<file path="src/rtl/seg7_scan_mux_if.sv">
// Scan-mux port bundle: host-side digit data in, multiplexed LED drive out.
// The slave modport is the driver's view; master is the host/bench view.
interface seg7_scan_mux_if #(
  parameter int NUM_DIGITS = 4
);
  logic                    en;
  logic                    load;
  logic [4*NUM_DIGITS-1:0] value;
  logic [NUM_DIGITS-1:0]   dp;
  logic [NUM_DIGITS-1:0]   blank;
  logic [6:0]              seg;
  logic                    dp_n;
  logic [NUM_DIGITS-1:0]   an;
  logic                    frame;

  modport master (
    output en, load, value, dp, blank,
    input  seg, dp_n, an, frame
  );

  modport slave (
    input  en, load, value, dp, blank,
    output seg, dp_n, an, frame
  );
endinterface

</file>
<file path="src/rtl/seg7_scan_mux.sv">
// Time-multiplexed 7-segment driver; all outputs registered one clock after scan state, load is a
// fire-and-forget strobe with no backpressure. Define SEG7_LZS_EN to enable leading-zero suppression.
module seg7_scan_mux #(
  parameter int NUM_DIGITS = 4,
  parameter int SCAN_DIV   = 50000,
  parameter int DEAD_CYC   = 2
) (
  input  logic            clk,
  input  logic            rst_n,
  seg7_scan_mux_if.slave  bus
);
  localparam int CW = $clog2(SCAN_DIV);
  localparam int IW = (NUM_DIGITS > 1) ? $clog2(NUM_DIGITS) : 1;
  localparam int VW = 4 * NUM_DIGITS;
  localparam logic [CW-1:0] CNT_MAX  = CW'(SCAN_DIV - 1);
  localparam logic [CW-1:0] CNT_DEAD = CW'(DEAD_CYC);
  localparam logic [IW-1:0] IDX_MAX  = IW'(NUM_DIGITS - 1);

  logic [CW-1:0]         cnt_q, cnt_d;
  logic [IW-1:0]         idx_q, idx_d;
  logic [VW-1:0]         shd_val_q, shd_val_d, pnd_val_q, pnd_val_d;
  logic [NUM_DIGITS-1:0] shd_dp_q, shd_dp_d, pnd_dp_q, pnd_dp_d;
  logic [NUM_DIGITS-1:0] shd_blank_q, shd_blank_d, pnd_blank_q, pnd_blank_d;
  logic                  pend_q, pend_d;
  logic [6:0]            seg_q, seg_d;
  logic                  dp_n_q, dp_n_d;
  logic [NUM_DIGITS-1:0] an_q, an_d;
  logic                  frame_q, frame_d;
  logic                  tick, wrap;
  logic [3:0]            cur_nib;

  function automatic logic [6:0] glyph(input logic [3:0] nib);
    case (nib)
      4'h0:    glyph = 7'b1000000;
      4'h1:    glyph = 7'b1111001;
      4'h2:    glyph = 7'b0100100;
      4'h3:    glyph = 7'b0110000;
      4'h4:    glyph = 7'b0011001;
      4'h5:    glyph = 7'b0010010;
      4'h6:    glyph = 7'b0000010;
      4'h7:    glyph = 7'b1111000;
      4'h8:    glyph = 7'b0000000;
      4'h9:    glyph = 7'b0010000;
      4'hA:    glyph = 7'b0001000;
      4'hB:    glyph = 7'b0000011;
      4'hC:    glyph = 7'b1000110;
      4'hD:    glyph = 7'b0100001;
      4'hE:    glyph = 7'b0000110;
      default: glyph = 7'b0001110;
    endcase
  endfunction

  assign tick    = bus.en && (cnt_q == CNT_MAX);
  assign wrap    = tick && (idx_q == IDX_MAX);
  assign cur_nib = shd_val_q[{idx_q, 2'b00} +: 4];

`ifdef SEG7_LZS_EN
  // A digit goes dark when it and every digit to its left hold zero, unless its dp is lit.
  logic [NUM_DIGITS-1:0] lz_sup;
  always_comb begin
    logic zeros_above;
    zeros_above = 1'b1;
    lz_sup      = '0;
    for (int k = NUM_DIGITS - 1; k > 0; k--) begin
      zeros_above = zeros_above && (shd_val_q[4*k +: 4] == 4'h0);
      lz_sup[k]   = zeros_above && !shd_dp_q[k];
    end
  end
`endif

  always_comb begin
    cnt_d       = cnt_q;
    idx_d       = idx_q;
    shd_val_d   = shd_val_q;
    shd_dp_d    = shd_dp_q;
    shd_blank_d = shd_blank_q;
    pnd_val_d   = pnd_val_q;
    pnd_dp_d    = pnd_dp_q;
    pnd_blank_d = pnd_blank_q;
    pend_d      = pend_q;
    an_d        = '1;
    seg_d       = 7'h7F;
    dp_n_d      = 1'b1;
    frame_d     = wrap;

    if (bus.en) begin
      cnt_d = tick ? '0 : cnt_q + 1'b1;
      if (tick) begin
        idx_d = (idx_q == IDX_MAX) ? '0 : idx_q + 1'b1;
      end
      if (cnt_q >= CNT_DEAD) begin
        an_d = ~(NUM_DIGITS'(1) << idx_q);
      end
      if (!shd_blank_q[idx_q]) begin
        dp_n_d = ~shd_dp_q[idx_q];
`ifdef SEG7_LZS_EN
        seg_d  = lz_sup[idx_q] ? 7'h7F : glyph(cur_nib);
`else
        seg_d  = glyph(cur_nib);
`endif
      end
    end

    // Shadow only changes on the frame wrap; a coincident load bypasses the pending buffer.
    if (wrap) begin
      pend_d = 1'b0;
      if (bus.load) begin
        shd_val_d   = bus.value;
        shd_dp_d    = bus.dp;
        shd_blank_d = bus.blank;
      end else if (pend_q) begin
        shd_val_d   = pnd_val_q;
        shd_dp_d    = pnd_dp_q;
        shd_blank_d = pnd_blank_q;
      end
    end else if (bus.load) begin
      pnd_val_d   = bus.value;
      pnd_dp_d    = bus.dp;
      pnd_blank_d = bus.blank;
      pend_d      = 1'b1;
    end
  end

  always_ff @(posedge clk or negedge rst_n) begin
    if (!rst_n) begin
      cnt_q       <= '0;
      idx_q       <= '0;
      shd_val_q   <= '0;
      shd_dp_q    <= '0;
      shd_blank_q <= '0;
      pnd_val_q   <= '0;
      pnd_dp_q    <= '0;
      pnd_blank_q <= '0;
      pend_q      <= 1'b0;
      an_q        <= '1;
      seg_q       <= 7'h7F;
      dp_n_q      <= 1'b1;
      frame_q     <= 1'b0;
    end else begin
      cnt_q       <= cnt_d;
      idx_q       <= idx_d;
      shd_val_q   <= shd_val_d;
      shd_dp_q    <= shd_dp_d;
      shd_blank_q <= shd_blank_d;
      pnd_val_q   <= pnd_val_d;
      pnd_dp_q    <= pnd_dp_d;
      pnd_blank_q <= pnd_blank_d;
      pend_q      <= pend_d;
      an_q        <= an_d;
      seg_q       <= seg_d;
      dp_n_q      <= dp_n_d;
      frame_q     <= frame_d;
    end
  end

  assign bus.seg   = seg_q;
  assign bus.dp_n  = dp_n_q;
  assign bus.an    = an_q;
  assign bus.frame = frame_q;
endmodule

</file>
<file path="src/flat_wrapper.sv">
// flat-port wrapper written by rule: the top's interface ports become plain ports
module seg7_scan_mux_flat 
#(
  parameter int NUM_DIGITS = 4,
  parameter int SCAN_DIV   = 50000,
  parameter int DEAD_CYC   = 2
)
  (clk, rst_n, bus_en, bus_load, bus_value, bus_dp, bus_blank, bus_seg, bus_dp_n, bus_an, bus_frame);
  seg7_scan_mux_if #(.NUM_DIGITS(NUM_DIGITS)) bus_i ();
  input  logic clk;
  input  logic rst_n;
  input wire logic [$bits(bus_i.en)-1:0] bus_en;
  input wire logic [$bits(bus_i.load)-1:0] bus_load;
  input wire logic [$bits(bus_i.value)-1:0] bus_value;
  input wire logic [$bits(bus_i.dp)-1:0] bus_dp;
  input wire logic [$bits(bus_i.blank)-1:0] bus_blank;
  output wire logic [$bits(bus_i.seg)-1:0] bus_seg;
  output wire logic [$bits(bus_i.dp_n)-1:0] bus_dp_n;
  output wire logic [$bits(bus_i.an)-1:0] bus_an;
  output wire logic [$bits(bus_i.frame)-1:0] bus_frame;
  assign bus_i.en = bus_en;
  assign bus_i.load = bus_load;
  assign bus_i.value = bus_value;
  assign bus_i.dp = bus_dp;
  assign bus_i.blank = bus_blank;
  assign bus_seg = bus_i.seg;
  assign bus_dp_n = bus_i.dp_n;
  assign bus_an = bus_i.an;
  assign bus_frame = bus_i.frame;
  seg7_scan_mux #(.NUM_DIGITS(NUM_DIGITS), .SCAN_DIV(SCAN_DIV), .DEAD_CYC(DEAD_CYC)) u_core (.clk(clk), .rst_n(rst_n), .bus(bus_i));
endmodule
</file>
<file path="config.mk">
export PLATFORM = sky130hd
export DESIGN_NAME = seg7_scan_mux_flat
export DESIGN_NICKNAME = d
export VERILOG_FILES = /design/src/rtl/seg7_scan_mux_if.sv /design/src/rtl/seg7_scan_mux.sv /design/src/flat_wrapper.sv
export SDC_FILE = /design/constraint.sdc
export NUM_CORES = 1
export LEC_CHECK = 0
export CAP_MARGIN = 20
export CORE_MARGIN = 2
export CORE_UTILIZATION = 60
export CTS_CLUSTER_DIAMETER = 120
export DETAILED_ROUTE_END_ITERATION = 16
export GPL_TIMING_DRIVEN = 0
export PLACE_DENSITY = 0.92
export SYNTH_ARGS = -nofsm -noshare
export SYNTH_HDL_FRONTEND = slang
export SYNTH_SLANG_ARGS = --single-unit
export TNS_END_PERCENT = 5
</file>
<file path="constraint.sdc">
create_clock -name clk -period 3.45 [get_ports clk]
set_clock_uncertainty 0.2 [all_clocks]
set_input_delay 0.69 -clock clk [delete_from_list [all_inputs] [get_ports clk]]
set_output_delay 0.69 -clock clk [all_outputs]
set_load 0.005 [all_outputs]
</file>
==> qor.yml <==
outcome:
  status: "complete, no violations"
logic_synthesis:
  asyncSetResetFlopFracSynth: 1.00
  syn_area_um2: 3890
  netlist.area_leader.share: 0.438
  synth_enable_flop_cells: 0
  yosysSeqAreaShare: 0.519
  synth_cell_types: 37
  yosys-top-cells-area: "dfrtp_1 44%, mux2_2 21%, dfstp_2 8.1%"
  avgSynthCellArea_um2: 13.4
  syn_inst: 291
  yosysMostFrequentCell: "mux2_2"
  synth_fp_nets: 331
  ys.flop_type: "dfrtp_1"
  yosys_warnings: 0
  ys_ff_latch: 80
  ys_top_cells_by_count: "74 x mux2_2, 68 x dfrtp_1, 13 x nor2_1"
  synth_area_leader_cell: "dfrtp_1"
die:
  die_x_um: 84.5
  ios: 41
  core_area_um2: 6310
  die_h_um: 84.5
  dieArea_um2: 7140
  start_util: 0.616
  rows: 29
routing:
  drt_iter0_drc: 167
  wl_um: 7760
  wire_per_inst_um: 18.2
  viasPerCell: 5.92
  vias: 2515
  ant_nets: 0
  drc: 0
  firstDrtPassIters: 4
setup_path:
  ff2ff_path_depth: 5
  end_kind: "flip-flop"
  critPathKind: "primary input to flip-flop"
  worstPathRequired_ps: 3490
  start_kind: "primary input"
  critPathArrivalTime_ps: 3050
  worstPathMaxFanout: 10
sta:
  setup_viol: 0
  worst_slack_ps: 436
  whs_ps: 305
  tns_ps: 0
  slew_headroom: 0.374
  worst_pin_slew_ps: 932
  rsz0062_at_grt: "false"
  fmax_mhz: 332
  report.final.hold_viol_count: 0
  finalCritPeriodShare: 0.874
  slew_violations: 0
  period_minus_slack_ps: 3010
hold_path:
  min-delay-path-class: "flip-flop to flip-flop"
  whs_path_depth: 1
global_route:
  grt_max_degree: 73
  antenna_found_initial: 0
  first_global_vias: 2646
  grt_usage: 0.235
  overflow: 0
  grt_pass1_wl_um: 12800
flow_run:
  max-cap-violations: 0
cells_and_area:
  multiInputGateArea_um2: 1750
  fin_nets: 383
  post-route-util: 0.734
  insertedDiodeCount: 0
  layout-drive-gt1-share: 0.345
  area_growth_pct: 19.2
  ff_latch_area_um2: 2020
  fill_cells: 424
clock_tree:
  numCtsBuffers: 9
  cts_tree: "yes"
  path_clk_slew_ps: 80
  htree_levels: 3
  clk_path_buf_depth: 2
  clock_latency_ps: 350
  cts-root-buf: "clkbuf_8"
  post_cts_resize_count: 0
  postCtsSetupBuffers: 0
  clkSinkCount: 80
placed_design:
  gp_congestion: 0.785
  hpwl_um: 5160
  post-place-ws_ps: 101
  io_buffers: 39
power_and_ir_drop:
  clkPwrFrac: 0.369
  p_comb_frac: 0.118
  p_total_w: 0.00211
  switching_share: 0.245
  p_switching_w: 0.000517
  power_density_nw_per_um2: 456
  peakVddDrop_uv: 370
  power.share.sequential: 0.513
  power_leakage_nw: 2.01
  intPower_w: 0.00160
layout make-up:
type	instances	share of cell area
tap	77	0.0208
clock buffer	13	0.0343
buffer	12	0.0167
sequential	80	0.435
inverter	11	0.00891
multi-input combinational	188	0.378
timing repair buffer	41	0.0918
clock inverter	3	0.0140
power groups by stage:
stage               Sequential [W]  Combinational (W)  Clock, W
floorplan                  0.00108           0.000153         0
global placement           0.00109           0.000233         0
detailed placement         0.00110           0.000247         0
CTS                        0.00108           0.000251  0.000792
global route               0.00109           0.000274  0.000833
finish                     0.00109           0.000249  0.000779
kinds of logic (layout without fill, tap and decap cells):
family | after synthesis | in the layout | share of synthesized area
simple gates | 62 | 62 | 0.0911
mux | 84 | 84 | 0.263
xor+xnor | 13 | 13 | 0.0293
compound gates | 17 | 17 | 0.0293
fa+ha+maj | 12 | 12 | 0.0386
buf+inv | 23 | 80 | 0.0306
flops | 80 | 80 | 0.519
metrics by stage:
step           area [um2]  instances
2_1_floorplan        3890        291
3_3_place_gp         4380        407
3_5_place_dp         4400        408
4_1_cts              4630        425
5_1_grt              4630        425
6_report             4630        425
timing repair:
item | CTS | global route
endpoints found under the setup margin | 0 | 0
hold buffers | 1 | 0
hold endpoints to repair | 8 | 0
sequential cells by signal, summed over array words and instances (netlist names):
register,flops
u_core.bus.frame,1
u_core.idx_q,2
u_core.shd_val_q,16
u_core.shd_dp_q,4
u_core.pnd_val_q,16
u_core.cnt_q,16
u_core.pnd_blank_q,4
u_core.bus.seg,7
u_core.bus.dp_n,1
u_core.shd_blank_q,4
u_core.pnd_dp_q,4
u_core.bus.an,4
u_core.pend_q,1
critical path: stages:
cell	delay [ps]
clkdlybuf4s50_1	710
nand4_4	210
or2_4	310
nor4_4	520
buf_6	240
mux2_2	360
metal layers:
| metal | global-route usage | share of wire |
|---|---|---|
| met2 | 0.399 | 0.51 |
| met3 | 0.0413 | 0.044 |
| met5 | 0 | 0 |
| met4 | 0.113 | 0.022 |
| met1 | 0.293 | 0.42 |
final timing paths:
check / startpoint / to / slack (ps)
setup / recovery: bus_en / u_core.shd_val_q[5] / 440
hold / removal: u_core.cnt_q[13] / u_core.cnt_q[13] / 300
setup reg to reg: u_core.cnt_q[11] / u_core.shd_val_q[5] / 850
hold reg to reg: u_core.cnt_q[13] / u_core.cnt_q[13] / 300
max in group asynchronous: rst_n / u_core.bus.seg[1] / 1940
min in group asynchronous: rst_n / u_core.pnd_val_q[13] / 500
cells in the final DEF, fill, tap and decap left out, types with 2 or more instances in the layout:
cell type,instances
mux2_2,74
dfrtp_1,68
clkdlybuf4s50_1,38
nor2_1,13
ha_1,12
dfstp_2,12
inv_1,11
nand2_1,11
clkbuf_8,11
clkbuf_1,8
xnor2_1,8
mux4_2,7
o21ai_0,6
nor3_1,6
nand3_1,6
xor2_1,5
o221ai_1,4
buf_6,4
nand4_1,4
a21oi_1,3
mux2i_1,3
nand2b_1,3
nor4_1,3
and3_1,3
buf_2,2
nor2b_1,2
and2_1,2
and4_1,2
bufinv_16,2
Power figures use the tool's default switching activity.
